File: config.mk
export PLATFORM = sky130hd
export DESIGN_NAME = lsu_flat
export DESIGN_NICKNAME = d
export VERILOG_FILES = /design/src/rtl/lsu_if.sv /design/src/rtl/lsu.sv /design/src/flat_wrapper.sv
export SDC_FILE = /design/constraint.sdc
export NUM_CORES = 1
export LEC_CHECK = 0
export ABC_AREA = 1
export BUFFER_PORTS_ARGS = -buffer_cell sky130_fd_sc_hd__buf_2
export CAP_MARGIN = 20
export CORE_MARGIN = 8
export CORE_UTILIZATION = 29
export CTS_BUF_LIST = sky130_fd_sc_hd__clkbuf_4 sky130_fd_sc_hd__clkbuf_8 sky130_fd_sc_hd__clkbuf_16
export DETAILED_ROUTE_END_ITERATION = 6
export HOLD_SLACK_MARGIN = 0.06
export PLACE_DENSITY = 0.48
export REMOVE_ABC_BUFFERS = 1
export SYNTH_ARGS = -nofsm -noshare
export SYNTH_HDL_FRONTEND = slang
export SYNTH_SLANG_ARGS = --single-unit
File: constraint.sdc
create_clock -name clk -period 3.6 [get_ports clk]
set_clock_uncertainty 0.1 [all_clocks]
set_input_delay 0.36 -clock clk [delete_from_list [all_inputs] [get_ports clk]]
set_output_delay 0.36 -clock clk [all_outputs]
set_load 0.03 [all_outputs]
File: src/rtl/lsu_if.sv
// lsu_if: request, data-bus and writeback signals of the load/store unit.
// The master modport is the LSU itself; slave is the core/memory side.
interface lsu_if;
  logic        req_valid;
  logic        req_ready;
  logic        req_we;
  logic [2:0]  req_funct3;
  logic [31:0] req_addr;
  logic [31:0] req_wdata;
  logic [4:0]  req_rd;
  logic        mem_valid;
  logic        mem_ready;
  logic [31:0] mem_addr;
  logic        mem_we;
  logic [3:0]  mem_be;
  logic [31:0] mem_wdata;
  logic        mem_rvalid;
  logic [31:0] mem_rdata;
  logic        wb_we;
  logic [4:0]  wb_rd;
  logic [31:0] wb_data;
  logic        done;
  logic        err;
  modport master (
    input  req_valid, req_we, req_funct3, req_addr, req_wdata, req_rd,
           mem_ready, mem_rvalid, mem_rdata,
    output req_ready, mem_valid, mem_addr, mem_we, mem_be, mem_wdata,
           wb_we, wb_rd, wb_data, done, err
  );
  modport slave (
    output req_valid, req_we, req_funct3, req_addr, req_wdata, req_rd,
           mem_ready, mem_rvalid, mem_rdata,
    input  req_ready, mem_valid, mem_addr, mem_we, mem_be, mem_wdata,
           wb_we, wb_rd, wb_data, done, err
  );
endinterface

File: src/rtl/lsu.sv
// lsu: RV32I load/store unit, one outstanding bus op, load align/extend and regfile writeback.
// Define MISALIGN_TRAP_EN to reject misaligned half/word accesses with err instead of running them.
module lsu #(
  parameter int TIMEOUT_CYCLES = 255
) (
  input logic   clk,
  input logic   rst_n,
  lsu_if.master bus
);
  localparam int CW = $clog2(TIMEOUT_CYCLES + 1);
  localparam logic [CW-1:0] LIM = CW'(TIMEOUT_CYCLES - 1);
  typedef enum logic [2:0] {IDLE, REQ, WAIT, WB, DONE} state_t;
  state_t state, state_nx;
  logic [CW-1:0] cnt;
  logic we_q, err_q, err_nx, bad, accept, expired;
  logic [2:0] f3_q;
  logic [1:0] lo_q;
  logic [4:0] rd_q;
  logic [3:0] be, be_q;
  logic [31:0] wd, wd_q, addr_q, ld, wbd_q;
  logic [7:0] lb;
  logic [15:0] lh;
  assign accept = bus.req_valid && state == IDLE;
  assign expired = cnt == LIM;
  assign bus.req_ready = state == IDLE;
  assign bus.mem_valid = state == REQ;
  assign bus.mem_we = state == REQ && we_q;
  assign bus.mem_addr = addr_q;
  assign bus.mem_be = be_q;
  assign bus.mem_wdata = wd_q;
  assign bus.wb_we = state == WB && rd_q != 5'd0;
  assign bus.wb_rd = rd_q;
  assign bus.wb_data = wbd_q;
  assign bus.done = state == WB || state == DONE;
  assign bus.err = state == DONE && err_q;
  always_comb begin
    bad = bus.req_we ? (bus.req_funct3[2] || bus.req_funct3 == 3'b011)
                     : (bus.req_funct3 == 3'b011 || bus.req_funct3[2:1] == 2'b11);
`ifdef MISALIGN_TRAP_EN
    bad = bad || (bus.req_funct3[1:0] == 2'b01 && bus.req_addr[0])
              || (bus.req_funct3[1:0] == 2'b10 && bus.req_addr[1:0] != 2'b00);
`endif
    be = bus.req_funct3[1:0] == 2'b00 ? 4'b0001 << bus.req_addr[1:0]
       : bus.req_funct3[1:0] == 2'b01 ? (bus.req_addr[1] ? 4'b1100 : 4'b0011) : 4'b1111;
    wd = bus.req_funct3[1:0] == 2'b00 ? {4{bus.req_wdata[7:0]}}
       : bus.req_funct3[1:0] == 2'b01 ? {2{bus.req_wdata[15:0]}} : bus.req_wdata;
  end
  always_comb begin
    lb = 8'(bus.mem_rdata >> {lo_q, 3'b000});
    lh = lo_q[1] ? bus.mem_rdata[31:16] : bus.mem_rdata[15:0];
    ld = f3_q[1:0] == 2'b00 ? {{24{lb[7] && !f3_q[2]}}, lb}
       : f3_q[1:0] == 2'b01 ? {{16{lh[15] && !f3_q[2]}}, lh} : bus.mem_rdata;
  end
  // A handshake on the same cycle the counter expires still completes the op.
  always_comb begin
    state_nx = state;
    err_nx = err_q;
    case (state)
      IDLE: if (accept) begin
        state_nx = bad ? DONE : REQ;
        err_nx = bad;
      end
      REQ: if (bus.mem_ready) state_nx = we_q ? DONE : WAIT;
        else if (expired) begin
          state_nx = DONE;
          err_nx = 1'b1;
        end
      WAIT: if (bus.mem_rvalid) state_nx = WB;
        else if (expired) begin
          state_nx = DONE;
          err_nx = 1'b1;
        end
      default: state_nx = IDLE;
    endcase
  end
  always_ff @(posedge clk or negedge rst_n) begin
    if (!rst_n) begin
      state <= IDLE;
      err_q <= 1'b0;
      cnt <= '0;
      we_q <= 1'b0;
      f3_q <= 3'd0;
      lo_q <= 2'd0;
      rd_q <= 5'd0;
      addr_q <= 32'd0;
      be_q <= 4'd0;
      wd_q <= 32'd0;
      wbd_q <= 32'd0;
    end else begin
      state <= state_nx;
      err_q <= err_nx;
      if (accept) begin
        cnt <= '0;
        we_q <= bus.req_we;
        f3_q <= bus.req_funct3;
        lo_q <= bus.req_addr[1:0];
        rd_q <= bus.req_rd;
        addr_q <= {bus.req_addr[31:2], 2'b00};
        be_q <= be;
        wd_q <= wd;
      end else if (state == REQ || state == WAIT) cnt <= cnt + 1'b1;
      if (state == WAIT && bus.mem_rvalid) wbd_q <= ld;
    end
  end
endmodule
File: src/flat_wrapper.sv
// flat-port wrapper written by rule: the top's interface ports become plain ports
module lsu_flat 
#(
  parameter int TIMEOUT_CYCLES = 255
)
  (clk, rst_n, bus_req_valid, bus_req_we, bus_req_funct3, bus_req_addr, bus_req_wdata, bus_req_rd, bus_mem_ready, bus_mem_rvalid, bus_mem_rdata, bus_req_ready, bus_mem_valid, bus_mem_addr, bus_mem_we, bus_mem_be, bus_mem_wdata, bus_wb_we, bus_wb_rd, bus_wb_data, bus_done, bus_err);
  lsu_if bus_i ();
  input logic clk;
  input logic rst_n;
  input wire logic [$bits(bus_i.req_valid)-1:0] bus_req_valid;
  input wire logic [$bits(bus_i.req_we)-1:0] bus_req_we;
  input wire logic [$bits(bus_i.req_funct3)-1:0] bus_req_funct3;
  input wire logic [$bits(bus_i.req_addr)-1:0] bus_req_addr;
  input wire logic [$bits(bus_i.req_wdata)-1:0] bus_req_wdata;
  input wire logic [$bits(bus_i.req_rd)-1:0] bus_req_rd;
  input wire logic [$bits(bus_i.mem_ready)-1:0] bus_mem_ready;
  input wire logic [$bits(bus_i.mem_rvalid)-1:0] bus_mem_rvalid;
  input wire logic [$bits(bus_i.mem_rdata)-1:0] bus_mem_rdata;
  output wire logic [$bits(bus_i.req_ready)-1:0] bus_req_ready;
  output wire logic [$bits(bus_i.mem_valid)-1:0] bus_mem_valid;
  output wire logic [$bits(bus_i.mem_addr)-1:0] bus_mem_addr;
  output wire logic [$bits(bus_i.mem_we)-1:0] bus_mem_we;
  output wire logic [$bits(bus_i.mem_be)-1:0] bus_mem_be;
  output wire logic [$bits(bus_i.mem_wdata)-1:0] bus_mem_wdata;
  output wire logic [$bits(bus_i.wb_we)-1:0] bus_wb_we;
  output wire logic [$bits(bus_i.wb_rd)-1:0] bus_wb_rd;
  output wire logic [$bits(bus_i.wb_data)-1:0] bus_wb_data;
  output wire logic [$bits(bus_i.done)-1:0] bus_done;
  output wire logic [$bits(bus_i.err)-1:0] bus_err;
  assign bus_i.req_valid = bus_req_valid;
  assign bus_i.req_we = bus_req_we;
  assign bus_i.req_funct3 = bus_req_funct3;
  assign bus_i.req_addr = bus_req_addr;
  assign bus_i.req_wdata = bus_req_wdata;
  assign bus_i.req_rd = bus_req_rd;
  assign bus_i.mem_ready = bus_mem_ready;
  assign bus_i.mem_rvalid = bus_mem_rvalid;
  assign bus_i.mem_rdata = bus_mem_rdata;
  assign bus_req_ready = bus_i.req_ready;
  assign bus_mem_valid = bus_i.mem_valid;
  assign bus_mem_addr = bus_i.mem_addr;
  assign bus_mem_we = bus_i.mem_we;
  assign bus_mem_be = bus_i.mem_be;
  assign bus_mem_wdata = bus_i.mem_wdata;
  assign bus_wb_we = bus_i.wb_we;
  assign bus_wb_rd = bus_i.wb_rd;
  assign bus_wb_data = bus_i.wb_data;
  assign bus_done = bus_i.done;
  assign bus_err = bus_i.err;
  lsu #(.TIMEOUT_CYCLES(TIMEOUT_CYCLES)) u_core (.clk(clk), .rst_n(rst_n), .bus(bus_i));
endmodule
# After elaboration in Yosys (flattened, before gate mapping)
# Index checks and enable logic that the tools add are counted.
[totals] reg_bits=121 in_bits=110 elab_cells=68
[classes] reduce_logical=19 muxes=23 n_eq_ne=12 shift=2 addsub=1
[op_table] cell="two-way mux 32 bit" count=4
[op_table] cell="right shift 32 x 5 -> 8 bit" count=1
[op_table] cell="two-way mux 3 bit" count=6
[op_table] cell="two-way mux 16 bit" count=1
[op_table] cell="two-way mux 8 bit" count=2
[op_table] cell="two-way mux 4 bit" count=3
[op_table] cell="== test 3 x 2 -> 1 bit (second input constant)" count=3
[op_table] cell="case mux 3 bit (3 select lines)" count=1
[op_table] cell="adder 8 x 1 -> 8 bit (second input constant)" count=1
[op_table] cell="== test 8 bit (second input constant)" count=1
[op_table] cell="logical AND 1 bit" count=7
[op_table] cell="two-way mux 1 bit" count=5
[op_table] cell="nonzero test 5 bit" count=1
[op_table] cell="== test 2 x 1 -> 1 bit (second input constant)" count=2
[op_table] cell="zero test 2 bit" count=2
[op_table] cell="logical OR 1 bit" count=4
[op_table] cell="inequality test 2 bit (second input constant)" count=2
[op_table] cell="AND reduction 4 bit" count=1
[op_table] cell="<< shifter 1 x 2 -> 4 bit (first input constant)" count=1
[op_table] cell="== test 3 x 1 -> 1 bit (second input constant)" count=1
[op_table] cell="== test 3 bit (second input constant)" count=1
[op_table] cell="zero test 3 bit" count=1
[op_table] cell="case mux 1 bit (3 select lines)" count=1
[op_table] cell="nonzero test 3 bit" count=1
[op_table] cell="4 further kinds" count=4

# Longest topological paths before layout
# Gate-level depths: netlist of the first run.
[logic_depth] word_depth=6 ltp_mapped=11 mapped_depth_nobuf=10

# Least setup slack after synthesis of the first run
# Ideal clock, no wire load.
[synth_path] path_kind="register to output" start="register u_core.state[1]" end="output port bus_mem_we" t_arrival_ns=1.026 setup_slack_ns=2.114 stages_incl_launch_ff=4 cell_sequence="dfrtp_1 nor2_2 nand2_1 nor2_1"
[synth_via] elab_chain_cells=2
[synth_rtl] item="from (decl)" line_no="lsu.sv:13" source="state_t state, state_nx;"
[synth_rtl] item="from (signal assigned)" line_no="lsu.sv:90" source="state <= state_nx;"
[synth_rtl] item="== test 3 x 1 -> 1 bit" line_no="lsu.sv:27" source="assign bus.mem_we = state == REQ && we_q;"
[synth_rtl] item="logical AND 1 bit" line_no="lsu.sv:27"
[synth_rtl] item="to (decl)" line_no="flat_wrapper.sv:22" source="output wire logic [$bits(bus_i.mem_we)-1:0] bus_mem_we;"
# No other way between the ends.

# Worst setup path after layout of the first run
[layout_path] start="register u_core.state[1]" end="register u_core.addr_q[17] (netlist: u_core.bus.mem_addr[17])"
[layout_via] elab_chain_cells=2
[layout_rtl] item="zero test 3 bit" line_no="lsu.sv:23" source="assign accept = bus.req_valid && state == IDLE;"
[layout_rtl] item="logical AND 1 bit" line_no="lsu.sv:23"
[layout_rtl] item="to (signal assigned)" line_no="lsu.sv:98" source="addr_q <= {bus.req_addr[31:2], 2'b00};"
[layout_rtl] item="to (decl)" line_no="lsu.sv:20" source="logic [31:0] wd, wd_q, addr_q, ld, wbd_q;"
# No other way between the ends.
# A chain may end at the register's enable or synchronous reset.

==> results.py, run 1 <==
metrics = {
    "clock_tree": {
        "clkLatencyLatePin_ns": 0.41,
        "cts_root_buf": "clkbuf_16",
        "numCtsBuffers": 17,
        "cts_resized": 0,
        "clock_tree.buffer_depth": 2,
        "cts.sink_count": 121,
        "cts_tree": "done",
        "path_clk_slew_ns": 0.06,
        "htree_levels": 4,
    },
    "drt": {
        "routed_wl_um": 20700,
        "viasPerCell": 4.43,
        "vias": 6024,
        "antenna_left": 0,
        "drt_first_iter_violations": 299,
        "drc": 0,
        "routedWlPerCell_um": 15.2,
        "drt_first_pass_iters": 4,
    },
    "sta": {
        "finalSetupViolCount": 0,
        "relSlewSlack_pct": 36.7,
        "hold_viol": 0,
        "final.setup.worst_slack_ns": 1.33,
        "max_freq_mhz": 441,
        "setup_tns_ns": 0,
        "fin_crit_ns": 2.27,
        "worst_slew_pin_slew_ns": 0.950,
        "finalCritPeriodShare_pct": 63.0,
        "finalMaxSlewViolations": 0,
        "rsz0062_at_grt": "no",
    },
    "floorplanning": {
        "initial_core_util_pct": 29.5,
        "ioPinCount": 221,
        "fp.dieH_um": 162,
        "core-area_um2": 21000,
        "num_rows": 53,
        "dieWidth_um": 162,
        "die_area_um2": 26400,
    },
    "setup_path": {
        "r2r_start": "u_core.state[1]",
        "worst-path-max-fanout": 36,
        "rr_endpoint": "u_core.bus.mem_addr[17]",
        "arrival_ns": 2.47,
        "critical_path_class": "register to register",
        "required_ns": 3.80,
        "worstSetupEndpointType": "register",
        "startpoint_type": "register",
        "rrSetupSlack_ns": 1.33,
        "worstRegToRegCells": 7,
        "startpoint": "u_core.state[1]",
    },
    "worst_hold_path": {
        "hold-path-endpoint": "u_core.bus.mem_addr[19]",
        "holdCritPathClass": "primary input to register",
        "hold_start": "bus_req_addr[19]",
        "hold_depth": 3,
    },
    "cells_and_area": {
        "fillCellCount": 2276,
        "multiInputGateArea_um2": 2680,
        "layout_common_cells": "392 x nand2_1, 217 x buf_2, 121 x dfrtp_1",
        "final_nets": 1184,
        "diodes": 0,
        "layout-drive-gt1-share_pct": 25.3,
        "final_common_cell": "nand2_1",
        "syn_to_final_growth_pct": 34.9,
        "ff_latch_area_um2": 3030,
        "postLayoutCoreUtil_pct": 39.9,
    },
    "global_route": {
        "grt_max_degree": 83,
        "grt_util_all_layers_pct": 15.9,
        "antenna_found_initial": 2,
        "grt_pass1_vias": 6278,
        "grt_first_pass_wirelength_um": 33600,
        "grt-ovfl-total": 0,
    },
    "placed_design": {
        "portBuffers": 218,
        "hpwl_um": 14700,
        "place_congestion": 0.774,
        "dp_slack_ns": 1.26,
    },
    "logic_synthesis": {
        "syn_area_um2": 6210,
        "avgSynthCellArea_um2": 7.40,
        "synth.distinct_cells": 32,
        "synth_cells": 839,
        "seq_area_frac_synth_pct": 48.8,
        "ys_warn_count": 0,
        "synth_seq_cells": 121,
    },
    "power_and_ir_drop": {
        "irDropWorstVdd_uv": 413,
        "swShare_pct": 49.4,
        "switchingPower_w": 0.00405,
        "combPwrFrac_pct": 49.0,
        "clkPwrFrac_pct": 20.8,
        "total_leakage_power_nw": 4.57,
        "power_density_nw_per_um2": 978,
        "seq_power_share_pct": 30.2,
        "internal_power_w": 0.00415,
    },
    "job": {
        "max_cap_viol_count": 0,
    },
    "outcome": {
        "outcome": "finished, final reports clean",
    },
}
## cell usage after synthesis (all sizes together)
library cell,instances,area (um^2)
and3,1,6.26
clkinv,1,3.75
inv,65,247
buf,31,214
xnor2,1,8.76
clkbuf,13,50.0
nand4,13,87.6
nand2,393,1480
nand3,77,415
o21a,23,173
a21o,1,7.51
ha,2,25.0
o211ai,1,7.51
conb,1,3.75
nor3,2,10.0
dfrtp,121,3030
o21ai,33,165
a21oi,14,70.1
nor2,46,211
## repair_timing
item	CTS	global route
hold endpoints to repair	94	0
endpoints found under the setup margin	0	0
buffers inserted	0	0
hold buffers	34	0
## sequential cells by signal (all words and copies together), names as in the netlist
| register | count |
|---|---|
| u_core.bus.mem_wdata | 32 |
| u_core.bus.wb_data | 32 |
| u_core.bus.mem_addr | 30 |
| u_core.cnt | 8 |
| u_core.bus.wb_rd | 5 |
| u_core.bus.mem_be | 4 |
| u_core.f3_q | 3 |
| u_core.state | 3 |
| u_core.lo_q | 2 |
| u_core.err_q | 1 |
| u_core.we_q | 1 |
## area by class of cell
class,count,area share [%]
Clock buffer,17,5.08
Inverter,66,2.99
Tap cell,275,4.11
Clock inverter,15,1.87
Sequential cell,121,36.1
Multi-Input combinational cell,609,32.0
Timing Repair Buffer,257,17.9
## stage by stage
| stage | power [W] | instances | cell area [um^2] | hold slack [ns] |
|---|---|---|---|---|
| floorplan | 0.00518 | 796 | 5950 | -0.0356 |
| global placement | 0.00656 | 1294 | 7460 | 0.351 |
| detailed placement | 0.00657 | 1294 | 7460 | 0.353 |
| CTS | 0.00835 | 1360 | 8380 | 0.0609 |
| global route | 0.00887 | 1360 | 8380 | 0.0662 |
| finish | 0.00820 | 1360 | 8380 | 0.0794 |
## routing by layer
metal / global-route usage, % / up-vias / wire, um
met5: 0 / - / 19
met4: 4.76 / 4 / 296
met3: 6.32 / 22 / 1680
met2: 25.8 / 168 / 9580
met1: 19.1 / 2744 / 9110
li1: - / 3086 / -
## worst max path at each step
stage | cells after the start | slack, ns | endpoint
floorplan | 7 | 0.61 | u_core.bus.mem_be[0]
finish | 7 | 1.33 | u_core.bus.mem_addr[17]
global placement | 7 | 1.31 | u_core.bus.mem_addr[28]
detailed placement | 7 | 1.26 | u_core.bus.mem_addr[3]
global route | 7 | 1.08 | u_core.bus.mem_addr[3]
CTS | 7 | 1.25 | u_core.bus.mem_addr[17]
## cell families after synthesis
family	synth area share (%)
AND/OR/NAND/NOR	35.6
adder cells (fa/ha/maj)	0.403
AO/OA/AOI/OAI	6.81
XOR/XNOR	0.141
buffers and inverters	8.28
flip-flops	48.8
other	0.0604
## critical path, cell delays in order, from the launching register on
cell and delay, ns:
dfrtp_1 0.42, nor2_2 0.13, nand2_1 0.14, nor2_4 0.45, inv_2 0.43, buf_4 0.34
nand2_1 0.08, nand2_1 0.05
## power by group through the flow
stage / registers [W] / logic (W) / clock network (W)
finish: 0.00248 / 0.00401 / 0.00171
global route: 0.00258 / 0.00447 / 0.00182
CTS: 0.00249 / 0.00411 / 0.00176
detailed placement: 0.00249 / 0.00407 / 0
global placement: 0.00250 / 0.00406 / 0
floorplan: 0.00357 / 0.00161 / 0
(Power assumes the default switching activity.)
==> run 2: changes to the inputs <==
--- a/config.mk
+++ b/config.mk
@@ -13,7 +13,7 @@
 export CTS_BUF_LIST = sky130_fd_sc_hd__clkbuf_4 sky130_fd_sc_hd__clkbuf_8 sky130_fd_sc_hd__clkbuf_16
 export DETAILED_ROUTE_END_ITERATION = 6
 export HOLD_SLACK_MARGIN = 0.06
-export PLACE_DENSITY = 0.48
+export PLACE_DENSITY = 0.5
 export REMOVE_ABC_BUFFERS = 1
 export SYNTH_ARGS = -nofsm -noshare
 export SYNTH_HDL_FRONTEND = slang
==> constraint.sdc (replaced) <==
create_clock -name clk -period 1.9 [get_ports clk]
set_clock_uncertainty 0.1 [all_clocks]
set_input_delay 0.19 -clock clk [delete_from_list [all_inputs] [get_ports clk]]
set_output_delay 0.19 -clock clk [all_outputs]
set_load 0.03 [all_outputs]
==> run 2 against run 1 <==
Final cell count up 5.1%. Global-route usage up 0.25 points. Largest cell class unchanged. Sequential cell count did not move. Combinational power grew 100%. Largest power group unchanged. Power up 95%.
==> results.py, run 2 (same netlist as run 1, synthesis figures left out) <==
metrics = {
    "worst_hold_path": {
        "hold-path-endpoint": "u_core.bus.wb_data[2]",
        "hold_start": "bus_mem_rdata[18]",
        "hold_depth": 5,
        "holdCritPathClass": "primary input to register",
    },
    "drt": {
        "viasPerCell": 4.48,
        "antenna_left": 0,
        "drt_first_iter_violations": 336,
        "routed_wl_um": 20900,
        "routedWlPerCell_um": 14.6,
        "drc": 0,
        "drt_first_pass_iters": 5,
        "vias": 6398,
    },
    "floorplanning": {
        "initial_core_util_pct": 29.5,
        "num_rows": 53,
        "fp.dieH_um": 162,
        "dieWidth_um": 162,
        "core-area_um2": 21000,
        "die_area_um2": 26400,
        "ioPinCount": 221,
    },
    "power_and_ir_drop": {
        "total_leakage_power_nw": 4.90,
        "power_density_nw_per_um2": 1760,
        "irDropWorstVdd_uv": 850,
    },
    "cells_and_area": {
        "fillCellCount": 2181,
        "final_common_cell": "nand2_1",
        "layout_common_cells": "392 x nand2_1, 217 x buf_2, 121 x dfrtp_1",
        "final_nets": 1251,
        "syn_to_final_growth_pct": 46.3,
        "layout-drive-gt1-share_pct": 25.0,
        "multiInputGateArea_um2": 2680,
        "ff_latch_area_um2": 3030,
        "fin_area_um2": 9090,
    },
    "setup_path": {
        "startpoint_type": "register",
        "rr_endpoint": "u_core.err_q",
        "worst-path-max-fanout": 12,
        "cpMostUsedCell": "nand2_1",
        "cpMaxStageDelayCell": "nor2_1",
        "arrival_ns": 1.95,
        "crit_chain": "nor2_2 > nand2_1 > nor2_4 > nor2_1 > nor2_1 > nand2_1 > nand2_1",
        "critical_path_class": "register to register",
        "r2r_start": "u_core.state[1]",
        "slowest_delay_ns": 0.57,
        "worstRegToRegCells": 7,
        "rrSetupSlack_ns": 0.15,
        "worstSetupEndpointType": "register",
        "required_ns": 2.10,
    },
    "clock_tree": {
        "clock_tree.buffer_depth": 2,
        "path_clk_slew_ns": 0.06,
        "cts.sink_count": 121,
        "htree_levels": 4,
        "clkLatencyLatePin_ns": 0.41,
        "numCtsBuffers": 17,
        "cts_root_buf": "clkbuf_16",
        "cts_tree": "done",
        "cts_resized": 0,
        "post_cts.repair.setup_buffers": 0,
    },
    "placed_design": {
        "dp_slack_ns": 0.163,
        "portBuffers": 218,
        "place_congestion": 0.761,
        "placed_cell_area_um2": 7610,
        "hpwl_um": 14900,
    },
    "global_route": {
        "grt_util_all_layers_pct": 16.2,
        "grt_max_degree": 63,
        "grt-ovfl-total": 0,
        "grt_first_pass_wirelength_um": 34300,
        "antenna_found_initial": 2,
        "grt_pass1_vias": 6613,
    },
    "sta": {
        "fin_crit_ns": 1.75,
        "max_freq_mhz": 571,
        "finalSetupViolCount": 0,
        "finalMaxSlewViolations": 0,
        "worst_slew_pin_slew_ns": 0.742,
        "finalCritPeriodShare_pct": 92.2,
        "hold_viol": 0,
        "relSlewSlack_pct": 50.4,
        "rsz0062_at_grt": "no",
        "final.setup.worst_slack_ns": 0.148,
    },
    "outcome": {
        "outcome": "finished, final reports clean",
    },
    "job": {
        "max_cap_viol_count": 0,
    },
}
==> run 2: changes by cell type in the layout (fill, tap and decap cells not counted), sizes merged <==
cell | previous run | this run
bufinv | 1 | 2
dlygate4sd3 | 34 | 87
clkinvlp | 3 | 0
buf | 223 | 237
diode | 0 | 2
clkinv | 2 | 4
==> run 2: worst max-delay path by stage <==
| stage | start | endpoint | cells after the start |
|---|---|---|---|
| 2_1_floorplan | u_core.state[1] | u_core.bus.mem_be[0] | 7 |
| 3_3_place_gp | u_core.state[1] | u_core.err_q | 7 |
| 3_5_place_dp | u_core.state[1] | u_core.err_q | 7 |
| 4_1_cts | u_core.state[2] | bus_wb_we | 5 |
| 5_1_grt | u_core.state[0] | u_core.err_q | 6 |
| 6_report | u_core.state[1] | u_core.err_q | 7 |
==> run 2: worst max-delay path: cells and delay by family, from the launching register on <==
family        cells  cell delay [ns]
flops             1             0.42
simple gates      7             1.12
==> run 2: metrics by stage <==
step	utilization (%)	std cells	setup TNS [ns]	hold slack (ns)	total power (W)
2_1_floorplan	-	796	-70.29	-0.206	0.00981
3_3_place_gp	36.2	1308	0	0.0375	0.0126
3_5_place_dp	36.2	1308	0	0.0420	0.0127
4_1_cts	43.2	1427	0	0.0600	0.0163
5_1_grt	43.2	1429	0	0.0935	0.0173
6_report	43.2	1429	0	0.0769	0.0160
==> run 2: power by group <==
group          internal (W)  switching [W]
Combinational       0.00248        0.00560
Sequential          0.00379       0.000791
Clock               0.00199        0.00137
==> run 2: per-layer routing <==
metal	GRT usage (%)	vias to the layer above	wire [um]
met3	6.17	12	1660
met1	19.5	2980	9200
li1	-	3224	-
met5	0	-	0
met2	26.7	182	9840
met4	4.00	0	180
==> run 2: cell type report <==
cell class | count | area share (%)
sequential | 121 | 33.3
multi-input combinational | 609 | 29.5
timing repair buffer | 324 | 24.0
clock buffer | 17 | 4.68
tap | 275 | 3.79
inverter | 66 | 2.75
clock inverter | 15 | 1.94
antenna | 2 | 0.0551
==> run 2: what timing repair did <==
action | CTS | global route
hold buffers | 87 | 0
hold endpoints to repair | 206 | 0
endpoints found under the setup margin | 0 | 0
==> run 3: changes to the inputs <==
--- a/config.mk
+++ b/config.mk
@@ -8,12 +8,13 @@
 export ABC_AREA = 1
 export BUFFER_PORTS_ARGS = -buffer_cell sky130_fd_sc_hd__buf_2
 export CAP_MARGIN = 20
+export CORE_ASPECT_RATIO = 0.8
 export CORE_MARGIN = 8
-export CORE_UTILIZATION = 29
+export CORE_UTILIZATION = 45
 export CTS_BUF_LIST = sky130_fd_sc_hd__clkbuf_4 sky130_fd_sc_hd__clkbuf_8 sky130_fd_sc_hd__clkbuf_16
 export DETAILED_ROUTE_END_ITERATION = 6
 export HOLD_SLACK_MARGIN = 0.06
-export PLACE_DENSITY = 0.5
+export PLACE_DENSITY = 0.73
 export REMOVE_ABC_BUFFERS = 1
 export SYNTH_ARGS = -nofsm -noshare
 export SYNTH_HDL_FRONTEND = slang
==> run 3 against run 2 <==
Combinational power grew 1%. Worst setup slack got worse by 0.021 ns. Power up 0.88%. Critical path depth decreased by 3. Global-route usage up 7.3 points. Register-to-register slack hardly changed. Fmax decreased by 1.2%. First-iteration DRC count grew 99%. Design area shrank 1.8%. Critical endpoint is now bus_wb_we. Largest power group unchanged.
==> results.py, run 3 (same netlist as run 1, synthesis figures left out) <==
metrics = {
    "placed_design": {
        "dp_slack_ns": 0.142,
        "hpwl_um": 14300,
        "portBuffers": 218,
        "dp_cells": 1214,
        "place_congestion": 0.894,
    },
    "global_route": {
        "grt_max_degree": 52,
        "grt_pass1_vias": 6629,
        "grt_util_all_layers_pct": 23.5,
        "antenna_found_initial": 3,
        "grt-ovfl-total": 0,
        "grt_first_pass_wirelength_um": 33900,
    },
    "cells_and_area": {
        "syn_to_final_growth_pct": 43.7,
        "final_nets": 1245,
        "final_common_cell": "nand2_1",
        "layout-drive-gt1-share_pct": 25.2,
        "layout_common_cells": "392 x nand2_1, 217 x buf_2, 121 x dfrtp_1",
        "stdcell_count": 1329,
        "fillCellCount": 1141,
    },
    "sta": {
        "worst_slew_pin_slew_ns": 0.498,
        "rsz0062_at_grt": "no",
        "max_freq_mhz": 564,
        "finalCritPeriodShare_pct": 93.3,
        "finalSetupViolCount": 0,
        "final.setup.worst_slack_ns": 0.127,
        "finalMaxSlewViolations": 0,
        "fin_crit_ns": 1.77,
        "relSlewSlack_pct": 66.7,
        "hold_viol": 0,
        "whs_ns": 0.0524,
        "setup_tns_ns": 0,
    },
    "drt": {
        "antenna_left": 0,
        "drt_first_pass_iters": 5,
        "vias": 6673,
        "viasPerCell": 5.02,
        "drt_first_iter_violations": 667,
        "drc": 0,
        "routedWlPerCell_um": 15.8,
        "routed_wl_um": 21100,
    },
    "setup_path": {
        "worstSetupEndpointType": "output pin",
        "critical_path_class": "register to output pin",
        "required_ns": 1.61,
        "arrival_ns": 1.48,
        "startpoint_type": "register",
        "worstRegToRegCells": 6,
        "rrSetupSlack_ns": 0.16,
        "worst-path-max-fanout": 3,
    },
    "floorplanning": {
        "dieWidth_um": 147,
        "num_rows": 38,
        "ioPinCount": 221,
        "fp.dieH_um": 121,
        "initial_core_util_pct": 46.0,
        "die_area_um2": 17800,
        "core-area_um2": 13500,
    },
    "clock_tree": {
        "path_clk_slew_ns": 0.06,
        "htree_levels": 4,
        "numCtsBuffers": 17,
        "cts_root_buf": "clkbuf_16",
        "clkLatencyLatePin_ns": 0.41,
        "cts.sink_count": 121,
        "post_cts.repair.setup_buffers": 0,
        "cts_tree": "done",
        "clock_tree.buffer_depth": 2,
    },
    "outcome": {
        "outcome": "finished, final reports clean",
    },
    "power_and_ir_drop": {
        "power_density_nw_per_um2": 1810,
        "total_leakage_power_nw": 4.86,
        "irDropWorstVdd_uv": 945,
    },
    "worst_hold_path": {
        "hold_depth": 4,
        "holdCritPathClass": "primary input to register",
    },
    "job": {
        "max_cap_viol_count": 0,
    },
}
run 3: cell types whose count changed in the layout (fill, tap and decap cells not counted), moves of 2 or more:
cell | previous run | this run
clkbuf_8 | 0 | 2
clkinvlp_4 | 0 | 3
inv_6 | 9 | 4
buf_4 | 14 | 16
dlygate4sd3_1 | 87 | 80
diode_2 | 2 | 4
run 3: path summary, 6_finish.rpt:
check | start | end
setup / recovery | u_core.bus.wb_rd[3] | bus_wb_we
hold / removal | bus_req_wdata[27] | u_core.bus.mem_wdata[27]
setup reg to reg | u_core.state[1] | u_core.bus.mem_wdata[12]
hold reg to reg | u_core.bus.mem_wdata[3] | u_core.bus.mem_wdata[3]
max in group asynchronous | rst_n | u_core.bus.wb_rd[0]
min in group asynchronous | rst_n | u_core.bus.mem_wdata[21]
run 3: power breakdown:
part           internal [W]  switching [W]
logic               0.00247        0.00569
clock network       0.00215        0.00123
registers           0.00380       0.000823
run 3: stage by stage:
stage / instance area [um^2] / power [W] / utilization (%)
floorplan: 5950 / 0.00981 / -
global placement: 7480 / 0.0125 / 55.4
detailed placement: 7480 / 0.0126 / 55.4
CTS: 8900 / 0.0161 / 65.9
global route: 8920 / 0.0172 / 66.1
finish: 8920 / 0.0162 / 66.1
run 3: area by class of cell:
cell class	instances	area, um^2	share of cell area, %
well taps	180	225	2.52
inverters	66	253	2.83
multi-input cells	609	2680	30.1
diodes	4	10.0	0.112
clock inverters	12	165	1.85
clock buffers	19	453	5.08
repair buffers	318	2110	23.6
flip-flops and latches	121	3030	33.9
run 3: worst max-delay path: stages (launching register included):
cell     delay [ns]
dfrtp_1        0.39
nor3_1         0.31
a21o_1         0.17
inv_1          0.04
buf_2          0.17
run 3: metal layers:
metal / track usage [%] / wire length, um / vias to the layer above / part of all wire, %
met5: 0 / 0 / - / 0
met1: 29.7 / 8980 / 3071 / 43
met2: 36.3 / 9630 / 321 / 46
met4: 11.9 / 803 / 0 / 3.8
li1: - / - / 3216 / -
met3: 6.63 / 1650 / 65 / 7.8
run 3: what timing repair did:
action                     in CTS  in global routing
setup endpoints to repair       0                 30
hold buffers                   80                  0
hold endpoints to repair      202                  0
resized for setup               0                  3
